$ cat src/rtl/light_package.sv
// Shared constants and types for the traffic light controller and its sensor conditioner.
package light_package;

   localparam int unsigned DEBOUNCE_DEFAULT = 3;
   localparam int unsigned CNT_W_DEFAULT    = 4;
   localparam int unsigned NUM_STREETS      = 2;

   typedef enum logic [1:0] {
      CntHold,
      CntInc,
      CntDec
   } cnt_op_e;

   // Simultaneous arrival and departure cancel out.
   function automatic cnt_op_e cnt_op(input logic arr_ev, input logic dep_ev);
      cnt_op_e op;
      op = CntHold;
      if (arr_ev && !dep_ev) begin
         op = CntInc;
      end else if (dep_ev && !arr_ev) begin
         op = CntDec;
      end
      return op;
   endfunction

endpackage

$ cat src/rtl/tlc_sensor_cond_debounce.sv
// Two-flop synchroniser, debouncer and rising-edge event for one raw detector line.
module sensor_debounce
   import light_package::*;
#(
   parameter int unsigned DEBOUNCE = DEBOUNCE_DEFAULT
) (
   input  logic clk,
   input  logic reset,
   input  logic raw,
   output logic ev
);

   localparam int unsigned DW = (DEBOUNCE > 1) ? $clog2(DEBOUNCE) : 1;

   logic          s1_q, s2_q;
   logic          deb_q, deb_d;
   logic          deb_dly_q;
   logic [DW-1:0] dcnt_q, dcnt_d;

   // Any sample matching the current level restarts qualification.
   always_comb begin
      deb_d  = deb_q;
      dcnt_d = '0;
      if (s2_q != deb_q) begin
         if (dcnt_q == DW'(DEBOUNCE - 1)) begin
            deb_d = s2_q;
         end else begin
            dcnt_d = dcnt_q + 1'b1;
         end
      end
   end

   always_ff @(posedge clk) begin
      if (reset) begin
         s1_q      <= 1'b0;
         s2_q      <= 1'b0;
         deb_q     <= 1'b0;
         deb_dly_q <= 1'b0;
         dcnt_q    <= '0;
      end else begin
         s1_q      <= raw;
         s2_q      <= s1_q;
         deb_q     <= deb_d;
         deb_dly_q <= deb_q;
         dcnt_q    <= dcnt_d;
      end
   end

   assign ev = deb_q & ~deb_dly_q;

endmodule

$ cat src/rtl/tlc_sensor_cond.sv
// Conditions raw loop-detector lines into per-street queued-car counts and Ta/Tb presence.
module tlc_sensor_cond
   import light_package::*;
#(
   parameter int unsigned DEBOUNCE = DEBOUNCE_DEFAULT,
   parameter int unsigned CNT_W    = CNT_W_DEFAULT
) (
   input  logic             clk,
   input  logic             reset,
   input  logic             arr_a,
   input  logic             dep_a,
   input  logic             arr_b,
   input  logic             dep_b,
   output logic             Ta,
   output logic             Tb,
   output logic [CNT_W-1:0] cnt_a,
   output logic [CNT_W-1:0] cnt_b,
   output logic             ovf_a,
   output logic             ovf_b,
   output logic             unf_a,
   output logic             unf_b
);

   localparam logic [CNT_W-1:0] CntMax = '1;

   logic [NUM_STREETS-1:0]            arr_raw, dep_raw;
   logic [NUM_STREETS-1:0]            arr_ev, dep_ev;
   logic [NUM_STREETS-1:0][CNT_W-1:0] cnt_all;
   logic [NUM_STREETS-1:0]            ovf_all, unf_all;

   assign arr_raw = {arr_b, arr_a};
   assign dep_raw = {dep_b, dep_a};

   for (genvar i = 0; i < NUM_STREETS; i++) begin : g_street
      logic [CNT_W-1:0] cnt_q, cnt_d;
      logic             ovf_q, ovf_d;
      logic             unf_q, unf_d;

      sensor_debounce #(.DEBOUNCE(DEBOUNCE)) u_arr (
         .clk   (clk),
         .reset (reset),
         .raw   (arr_raw[i]),
         .ev    (arr_ev[i])
      );

      sensor_debounce #(.DEBOUNCE(DEBOUNCE)) u_dep (
         .clk   (clk),
         .reset (reset),
         .raw   (dep_raw[i]),
         .ev    (dep_ev[i])
      );

      // Saturating count; the flags only record misuse and never block counting.
      always_comb begin
         cnt_d = cnt_q;
         ovf_d = ovf_q;
         unf_d = unf_q;
         unique case (cnt_op(arr_ev[i], dep_ev[i]))
            CntInc: begin
               if (cnt_q == CntMax) ovf_d = 1'b1;
               else                 cnt_d = cnt_q + 1'b1;
            end
            CntDec: begin
               if (cnt_q == '0) unf_d = 1'b1;
               else             cnt_d = cnt_q - 1'b1;
            end
            default: ;
         endcase
      end

      always_ff @(posedge clk) begin
         if (reset) begin
            cnt_q <= '0;
            ovf_q <= 1'b0;
            unf_q <= 1'b0;
         end else begin
            cnt_q <= cnt_d;
            ovf_q <= ovf_d;
            unf_q <= unf_d;
         end
      end

      assign cnt_all[i] = cnt_q;
      assign ovf_all[i] = ovf_q;
      assign unf_all[i] = unf_q;
   end

   assign cnt_a = cnt_all[0];
   assign cnt_b = cnt_all[1];
   assign ovf_a = ovf_all[0];
   assign ovf_b = ovf_all[1];
   assign unf_a = unf_all[0];
   assign unf_b = unf_all[1];
   assign Ta    = (cnt_all[0] != '0);
   assign Tb    = (cnt_all[1] != '0);

endmodule

$ cat config.mk
export PLATFORM = sky130hd
export DESIGN_NAME = tlc_sensor_cond
export DESIGN_NICKNAME = d
export VERILOG_FILES = /design/src/rtl/light_package.sv /design/src/rtl/tlc_sensor_cond_debounce.sv /design/src/rtl/tlc_sensor_cond.sv
export SDC_FILE = /design/constraint.sdc
export NUM_CORES = 1
export LEC_CHECK = 0
export CORE_MARGIN = 2
export CORE_UTILIZATION = 35
export CTS_CLUSTER_DIAMETER = 100
export DETAILED_ROUTE_END_ITERATION = 8
export PLACE_DENSITY = 0.59
export SLEW_MARGIN = 0
export SYNTH_ARGS = -nofsm -noshare
export SYNTH_HDL_FRONTEND = slang
export SYNTH_SLANG_ARGS = --single-unit
$ cat constraint.sdc
create_clock -name clk -period 1.95 [get_ports clk]
set_clock_uncertainty 0.05 [all_clocks]
set_input_delay 0.195 -clock clk [delete_from_list [all_inputs] [get_ports clk]]
set_output_delay 0.195 -clock clk [all_outputs]
set_load 0.02 [all_outputs]
==> results of run 1 <==
## layout make-up
cell class / count / area [sq um] / share of cell area
inverters: 13 / 48.8 / 0.0235
multi-input cells: 111 / 843 / 0.406
flip-flops and latches: 36 / 726 / 0.349
clock inverters: 2 / 35.0 / 0.0169
clock buffers: 6 / 72.6 / 0.0349
well taps: 52 / 65.1 / 0.0313
repair buffers: 32 / 288 / 0.138
## through the flow
step	total power, mW	hold WS, ps	util	setup TNS [ps]
after floorplan	0.787	273	-	-12.5
after global placement	0.806	350	0.436	0
after detailed placement	0.807	354	0.436	0
after CTS	1.45	365	0.461	0
after global routing	1.49	380	0.477	-125
final	1.43	360	0.477	0
## Yosys cell counts, drive strengths merged, types with 3 or more instances
master	n	share of area
or3	5	0.020
a21oi	10	0.031
xnor2	5	0.028
nor2	21	0.050
mux2i	4	0.025
nand2b	3	0.013
inv	13	0.031
a211oi	4	0.022
ha	12	0.094
xor2	3	0.017
nand3b	3	0.014
o21ai	4	0.013
clkbuf	4	0.0094
buf	3	0.013
dfxtp	36	0.45
nor3	4	0.013
nor2b	14	0.055
## cells by family (layout without fill, tap and decap cells)
family          Yosys count  in the layout  share of synthesized area
compound gates           24             24                      0.100
xor+xnor                  8              8                     0.0441
fa+ha+maj                12             12                     0.0945
buf+inv                  20             53                     0.0535
flops                    36             36                      0.454
mux                       4              4                     0.0252
simple gates             63             63                      0.229
## critical path, cell delays in order (launching register included)
cell             delay [ps]
dfxtp_1                 400
nor4_1                  380
inv_1                    70
clkdlybuf4s50_1         540
## worst max-delay path by stage
stage          cells past startpoint               startpoint  slack, ps        to
6_report                           3                 cnt_a[1]         30        Ta
5_1_grt                            9  g_street[0].u_arr.deb_q        -60  cnt_a[2]
4_1_cts                            9  g_street[0].u_arr.deb_q          2  cnt_a[2]
3_5_place_dp                       9  g_street[0].u_arr.deb_q         10  cnt_a[2]
3_3_place_gp                       9  g_street[0].u_arr.deb_q         70  cnt_a[2]
2_1_floorplan                     10  g_street[0].u_arr.deb_q        -10  cnt_a[2]
## metal layers
layer / vias up / part of all wire
li1: 626 / -
met1: 549 / 0.45
met2: 19 / 0.50
met3: 6 / 0.034
met4: 0 / 0.016
met5: - / 0
## state kept, by name, summed over array words and instances (netlist names), 4 cells and up
signal	count
g_street.u_dep.dcnt_q	4
g_street.u_arr.dcnt_q	4
cnt_a	4
cnt_b	4
## timing repair
action,CTS,global route
setup endpoints to repair,0,4
endpoints found under the hold margin,0,0
gates resized for setup,0,12
buffers inserted,0,3
## power groups by stage
stage               sequential (mW)  clock [mW]  combinational, mW
global route                  0.749       0.693             0.0449
detailed placement            0.767           0             0.0404
CTS                           0.750       0.664             0.0403
global placement              0.766           0             0.0394
finish                        0.748       0.638             0.0396
floorplan                     0.766           0             0.0210
==> results.md, run 1 <==
* Routed len/inst at ~11 um
* H-tree Lvls at 2
* Initial Utilization at 0.365
* Routed vias at 1200
* Async S/R FF share, synth at 0
* CTS buffer count at 5
* Vias in the first global route at 1144
* Synth Flop Type: dfxtp_1
* Residual DRC at 0
* Final hold vios at 0
* Clk sink count at 36
* Violation count after the first detailed-routing iteration at 32
* ANT nets after route at 0
* Pwr Density at slightly below 700 mW/mm^2
* Status: finished clean
* Met2 Use GR at 0.198
* HP Class: reg -> reg
* Setup WS post-layout at 34.6 ps
* Synth unique cells at 37
* P_leak at 0.810 nW
* Sequential area share after synthesis at 0.454
* I/O Buffers at 19
* Cell Rows at 24
* Largest net degree at the start of global routing at 12
* Root buffer cell: clkbuf_8
* Commonest non-fill, non-tap cell in the layout: dfxtp_1
* FMAX at between 0.5 and 0.6 GHz
* Post-synth EDFFs at 0
* Synth-to-layout area growth at 30.8%
* Die height at 71.4 um
* First-pass GRT wire length at 4750 um
* Number of vias per cell at 4.76
* Tcrit/Tclk final at 0.982
* Number of synthesized register bits at 36
* Hold wc startpoint: g_street[0].u_arr.dcnt_q[0]
* Rel. slew slack at 0.757
* Worst vdd ir at about 440 uV
* Final Cell Area at 0.00208 sq mm
* Gate power share at 0.028
* Post-Layout Cell Count at 252
* Antenna violations before repair at 0
* Unrepaired setup endpoints after global routing: true
* Int Power at 1.15 mW
* Syn Inst Count at 167
* CTS Buffer Depth at 2
* Least-Margin Pin Slew at 363 ps
* IO Pins at 20
* CTS tree: yes
* Tmin final at 1920 ps
* Commonest non-fill, non-tap cells in the layout: dfxtp_1, nor2_1, clkdlybuf4s50_1
* GRT Max-Usage Layer: met2
* Placed Area at about 0.0019 sq mm
* Syn_area_per_cell at about 9.5 sq um
* TritonRoute pass-1 iters at 4
* Placed Cells incl. Taps at between 200 and 250
* Gr usage total at 0.117
* Max Cap Viol at 0
* # fillers at 405
* Core area at 0.00435 sq mm
* Nets at roughly 220
* Hold Buf Count CTS at 0
* Met1 usage in global routing at 0.134
* P_sw at 0.280 mW
* R2R Setup Slk at 60 ps
* N_diodes at 0
* Syn_nets at about 190
* Skew-Pair Late Insertion Delay at 280 ps
* Reg clk slew, reported paths at around 70 ps
* CP Capture Type: output pin
* Global placer's final weighted congestion at 0.792
* Startpoint Class: flop
* Clock power frac at 0.447
* Cell Area, Synth at roughly 0.0016 sq mm
* Critical Path AT at 1670 ps
* Pins Over Slew Limit at 0
* GR Util met3 at 0.0338
* Dpl ws at ~11 ps
* Grt ovf at 0
* Reg2Reg Depth at 9
* Reg-to-reg endpoint: cnt_a[2]
* Power share of the sequential group at 0.525
* Worst r2r src: g_street[0].u_arr.deb_q
* CP Max Fanout at 7
* Share of post-route cells with drive strength above 1 at 0.205
* Die Width at 71.4 um
* Total wire length at 2810 um
* Final Setup Violations at 0
* Req. time, crit path at 1700 ps
* Post-DP HPWL at 2010 um
* Sw Share at 0.197
* Synth warnings at 0
* Crit Path Class: reg -> out
* Worst Hold End: g_street[0].u_arr.dcnt_q[0]
* WHS Path Cells at 1
* Die footprint at 0.00510 sq mm
Note: power is estimated with default switching activity, not from simulation.
==> inputs of run 2 (changes only) <==
--- a/config.mk
+++ b/config.mk
@@ -5,11 +5,13 @@
 export SDC_FILE = /design/constraint.sdc
 export NUM_CORES = 1
 export LEC_CHECK = 0
+export CELL_PAD_IN_SITES_DETAIL_PLACEMENT = 1
+export CELL_PAD_IN_SITES_GLOBAL_PLACEMENT = 2
 export CORE_MARGIN = 2
-export CORE_UTILIZATION = 35
+export CORE_UTILIZATION = 30
 export CTS_CLUSTER_DIAMETER = 100
 export DETAILED_ROUTE_END_ITERATION = 8
-export PLACE_DENSITY = 0.59
+export PLACE_DENSITY = 0.75
 export SLEW_MARGIN = 0
 export SYNTH_ARGS = -nofsm -noshare
 export SYNTH_HDL_FRONTEND = slang
==> results.md, run 2 (synthesis gave the netlist of run 1 again) <==
* Global placer's final weighted congestion at 0.792 (about the same)
* TritonRoute pass-1 iters at 3 (-1)
* Root buffer cell: clkbuf_8
* Crit Path Class: reg -> reg
* P_leak at 0.834 nW (+2.9%)
* Die footprint at 0.00590 sq mm (+16%)
* Die height at 76.8 um (+7.6%)
* Pins Over Slew Limit at 0 (unchanged)
* Routed vias at 1266 (+5.5%)
* Status: finished clean
* Startpoint Class: flop
* Placed Area at 0.00193 sq mm (+1.6%)
* Critical Path AT at 2090 ps (+420 ps)
* CP Capture Type: flop
* Reg-to-reg endpoint: cnt_a[2]
* Number of vias per cell at 4.69 (-1.5%)
* Least-Margin Pin Slew at 369 ps (+5.80 ps)
* Rel. slew slack at 0.753 (-0.00388)
* Antenna violations before repair at 0 (unchanged)
* Setup Total Neg Slack at 0 ps (unchanged)
* Worst vdd ir at 344 uV (-21%)
* FMAX at 0.520 GHz (-0.43%)
* Cell Rows at 26 (+8.3%)
* CP peak stage delay at 410 ps (-130 ps)
* Reg clk slew, reported paths at 80 ps (about the same)
* Skew-Pair Late Insertion Delay at 290 ps (about the same)
* Commonest non-fill, non-tap cell in the layout: dfxtp_1
* Worst r2r src: g_street[0].u_arr.deb_q
* Residual DRC at 0 (unchanged)
* Req. time, crit path at 2120 ps (+420 ps)
* Total wire length at 3290 um (+17%)
* I/O Buffers at 19 (unchanged)
* WHS Path Cells at 1 (unchanged)
* CTS tree: yes
* Initial Utilization at 0.311 (-0.0538)
* Nets at 217 (unchanged)
* Commonest non-fill, non-tap cells in the layout: dfxtp_1, nor2_1, clkdlybuf4s50_1
* Synth-to-layout area growth at 33.9%
* Final Cell Area at 0.00213 sq mm (+2.4%)
* CTS Buffer Depth at 2 (unchanged)
* Critical-path cell list: nor2b_4 > inv_2 > ha_4 > xor2_1 > ha_2 > a21oi_2 > xor2_1 > or4_1 > a21oi_1
* Reg2Reg Depth at 9 (unchanged)
* Vias in the first global route at 1280 (+12%)
* Tmin final at 1920 ps (+8.31 ps)
* Pwr Density at 677 mW/mm^2 (-1.3%)
* Grt ovf at 0 (unchanged)
* Final Setup Violations at 0 (unchanged)
* Core area at 0.00511 sq mm (+17%)
* Routed len/inst at 12.2 um (+9.1%)
* CP Max Fanout at 3 (-4)
* Crit path max-delay cell type: or4_1
* Die Width at 76.8 um (+7.6%)
* Violation count after the first detailed-routing iteration at 23 (-28%)
* Max Cap Viol at 0 (unchanged)
* Cell repeated most along the worst path: xor2_1
* Worst Hold End: g_street[0].u_arr.dcnt_q[0]
* IO Pins at 20 (unchanged)
* Final hold vios at 0 (unchanged)
* H-tree Lvls at 2 (unchanged)
* R2R Setup Slk at 30 ps (-30 ps)
* Clk sink count at 36 (unchanged)
* Fin Hold WS at 359 ps (-0.455 ps)
* ANT nets after route at 0 (unchanged)
* Unrepaired setup endpoints after global routing: true
* HP Class: reg -> reg
* N_diodes at 0 (unchanged)
* Largest net degree at the start of global routing at 13 (+1)
* First-pass GRT wire length at 5700 um (+20%)
* Tcrit/Tclk final at 0.987 (+0.00426)
* CTS buffer count at 5 (unchanged)
* Gr usage total at 0.123 (+0.00588)
* Hold wc startpoint: g_street[0].u_arr.dcnt_q[0]
* Post-DP HPWL at 2530 um (+26%)
* Share of post-route cells with drive strength above 1 at 0.215 (+0.0100)
## run 2: cell count changes in the layout (fill, tap and decap cells not counted), sizes merged
cell and change:
clkdlybuf4s50 -1, dlymetal6s2s +1, clkinvlp +1, clkbuf -1
## run 2: cell type report
| class | count | area, sq um |
|---|---|---|
| clock buffers | 5 | 68.8 |
| clock inverters | 3 | 42.5 |
| fillers | 599 | 2980 |
| inverters | 13 | 48.8 |
| multi-input cells | 111 | 866 |
| flip-flops and latches | 36 | 724 |
| well taps | 70 | 87.6 |
| repair buffers | 32 | 290 |
## run 2: routing by layer
metal  GRT usage  vias up  share of wire
met5           0        -              0
met4      0.0727        0          0.014
met3      0.0376        4          0.030
met2       0.206       16           0.53
met1       0.137      624           0.43
li1            -      622              -
## run 2: worst max path at each step
stage | from | to | slack (ps) | depth (start not counted)
after global routing | g_street[0].u_arr.deb_q | cnt_a[2] | -50 | 9
after floorplan | g_street[0].u_arr.deb_q | cnt_a[2] | -10 | 10
after detailed placement | g_street[1].u_arr.deb_q | cnt_b[2] | -20 | 9
final | g_street[0].u_arr.deb_q | cnt_a[2] | 30 | 9
after global placement | g_street[0].u_dep.deb_dly_q | cnt_a[2] | 60 | 9
after CTS | g_street[0].u_arr.deb_q | cnt_a[2] | -20 | 9
## run 2: stage by stage
stage                      util  power [mW]  cells  setup slack [ps]
final                     0.417        1.44    270              26.3
after global routing      0.417        1.51    270             -53.1
after CTS                 0.403        1.47    269             -18.0
after detailed placement  0.378       0.808    260             -18.0
after global placement    0.378       0.806    260              64.6
after floorplan               -       0.787    167             -12.5
## run 2: report_power, final
group	switching [mW]	internal [mW]
sequential	0.00429	0.745
clock	0.273	0.378
combinational	0.0186	0.0223
total	0.295	1.15
## run 2: critical path, delay by kind of cell, from the launching register on
family / cells / cell delay, ps
AO/OA/AOI/OAI: 2 / 170
XOR/XNOR: 2 / 300
adder cells (fa/ha/maj): 2 / 360
buffers and inverters: 1 / 70
flip-flops: 1 / 350
AND/OR/NAND/NOR: 2 / 560
## run 2: timing repair
item                                   in CTS  in global routing
endpoints found under the hold margin       0                  0
pin swaps                                   3                  4
buffers inserted                            1                  1
setup endpoints to repair                   4                  5
hold buffers                                0                  0
resized for setup                           3                 12
==> inputs of run 3 (changes only) <==
--- a/config.mk
+++ b/config.mk
@@ -12,6 +12,7 @@
 export CTS_CLUSTER_DIAMETER = 100
 export DETAILED_ROUTE_END_ITERATION = 8
 export PLACE_DENSITY = 0.75
+export RECOVER_POWER = 50
 export SLEW_MARGIN = 0
 export SYNTH_ARGS = -nofsm -noshare
 export SYNTH_HDL_FRONTEND = slang
==> results.md, run 3 (synthesis gave the netlist of run 1 again) <==
* Status: finished clean
* TritonRoute pass-1 iters at 3 (unchanged)
* Root buffer cell: clkbuf_8
* Tcrit/Tclk final at 0.986 (about the same)
* FMAX at 0.520 GHz (about the same)
* Req. time, crit path at 2120 ps (about the same)
* Global placer's final weighted congestion at 0.792 (unchanged)
* Worst vdd ir at 344 uV (about the same)
* Reg clk slew, reported paths at 80 ps (about the same)
* ANT nets after route at 0 (unchanged)
* Largest net degree at the start of global routing at 13 (unchanged)
* N_diodes at 0 (unchanged)
* P_leak at 0.827 nW (-0.84%)
* Setup WS post-layout at 26.3 ps (+0.0562 ps)
* Clk sink count at 36 (unchanged)
* Gate power share at 0.027 (about the same)
* Die height at 76.8 um (unchanged)
* Share of post-route cells with drive strength above 1 at 0.205 (-0.0100)
* Skew-Pair Late Insertion Delay at 290 ps (about the same)
* Synth-to-layout area growth at 33.5%
* Routed len/inst at 12.2 um (unchanged)
* Tmin final at 1920 ps (-0.0562 ps)
* Crit path max-delay cell type: or4_1
* Pins Over Slew Limit at 0 (unchanged)
* Die footprint at 0.00590 sq mm (unchanged)
* Residual DRC at 0 (unchanged)
* Hold Buf Count CTS at 0 (unchanged)
* I/O Buffers at 19 (unchanged)
* Commonest non-fill, non-tap cell in the layout: dfxtp_1
* Sw Share at 0.205 (+0.000239)
* Clock power frac at 0.452 (about the same)
* Startpoint Class: flop
* CP peak stage delay at 410 ps (about the same)
* Int Power at 1.14 mW (-0.19%)
* Pwr Density at 678 mW/mm^2 (+0.19%)
* Critical Path AT at 2090 ps (about the same)
* Final Cell Area at 0.00212 sq mm (-0.35%)
* Gr usage total at 0.123 (unchanged)
* Final hold vios at 0 (unchanged)
* Routed vias at 1266 (unchanged)
* Cell repeated most along the worst path: xor2_1
* Commonest non-fill, non-tap cells in the layout: dfxtp_1, nor2_1, clkdlybuf4s50_1
* P_sw at 0.295 mW (about the same)
* Power share of the sequential group at 0.521 (about the same)
* Vias in the first global route at 1280 (unchanged)
* First-pass GRT wire length at 5700 um (unchanged)
* Violation count after the first detailed-routing iteration at 23 (unchanged)
* H-tree Lvls at 2 (unchanged)
* Number of vias per cell at 4.69 (unchanged)
* Nets at 217 (unchanged)
* CTS tree: yes
* Post-DP HPWL at 2530 um (unchanged)
* Least-Margin Pin Slew at 473 ps (+104 ps)
* HP Class: reg -> reg
* Final Setup Violations at 0 (unchanged)
* Initial Utilization at 0.311 (unchanged)
* Crit Path Class: reg -> reg
* Critical-path cell list: nor2b_4 > inv_2 > ha_4 > xor2_1 > ha_2 > a21oi_2 > xor2_1 > or4_1 > a21oi_1
* Total power at 1.44 mW (-0.16%)
* Grt ovf at 0 (unchanged)
* Cell Rows at 26 (unchanged)
* IO Pins at 20 (unchanged)
* Placed Area at 0.00193 sq mm (unchanged)
* Total wire length at 3290 um (unchanged)
* Antenna violations before repair at 0 (unchanged)
* CP Capture Type: flop
* Dpl ws at -18.0 ps (unchanged)
* Rel. slew slack at 0.685 (-0.0685)
* CTS Buffer Depth at 2 (unchanged)
* Max Cap Viol at 0 (unchanged)
* Core area at 0.00511 sq mm (unchanged)
* CTS buffer count at 5 (unchanged)
* Die Width at 76.8 um (unchanged)
* CP Max Fanout at 3 (unchanged)
* Unrepaired setup endpoints after global routing: true
-- run 3: power by group through the flow --
| stage | combinational [mW] | sequential (mW) | clock, mW |
|---|---|---|---|
| floorplan | 0.0210 | 0.766 | 0 |
| global placement | 0.0398 | 0.766 | 0 |
| detailed placement | 0.0417 | 0.767 | 0 |
| CTS | 0.0417 | 0.749 | 0.679 |
| global route | 0.0437 | 0.750 | 0.715 |
| finish | 0.0387 | 0.749 | 0.651 |
-- run 3: layer usage --
| metal | GRT usage | wire (um) |
|---|---|---|
| met5 | 0 | 0 |
| met3 | 0.0376 | 98 |
| met2 | 0.206 | 1730 |
| met4 | 0.0727 | 46 |
| met1 | 0.137 | 1420 |
-- run 3: cell type report --
cell class	count	area [sq um]
Inverter	13	48.8
Tap cell	70	87.6
Sequential cell	36	724
Clock inverter	3	42.5
Clock buffer	5	68.8
Timing Repair Buffer	32	283
Fill cell	599	2990
Multi-Input combinational cell	111	866
-- run 3: critical path: cells and delay by family, from the launching register on --
family / cells / cell delay, ps
adder cells (fa/ha/maj): 2 / 360
AND/OR/NAND/NOR: 2 / 560
flip-flops: 1 / 350
AO/OA/AOI/OAI: 2 / 170
buffers and inverters: 1 / 70
XOR/XNOR: 2 / 300
-- run 3: worst paths after layout --
kind	end	start	slack, ps	depth (start not counted)
worst max register to register	cnt_a[2]	g_street[0].u_arr.deb_q	30	9
worst max-delay path	cnt_a[2]	g_street[0].u_arr.deb_q	30	9
worst min-delay path	g_street[0].u_arr.dcnt_q[0]	g_street[0].u_arr.dcnt_q[0]	360	1
worst min register to register	g_street[0].u_arr.dcnt_q[0]	g_street[0].u_arr.dcnt_q[0]	360	1
-- run 3: per-stage QoR --
step / std cells / TNS (ps) / hold slack, ps / utilization
3_5_place_dp: 260 / -33.1 / 355 / 0.378
6_report: 270 / 0 / 359 / 0.415
5_1_grt: 270 / -54.9 / 394 / 0.415
4_1_cts: 269 / -22.8 / 366 / 0.403
2_1_floorplan: 167 / -12.5 / 273 / -
3_3_place_gp: 260 / 0 / 349 / 0.378
-- run 3: repair_timing --
action,in CTS,in global routing
resized for setup,3,12
hold endpoints to repair,0,0
setup endpoints to repair,4,5
setup buffers,1,1
pin swaps,3,4
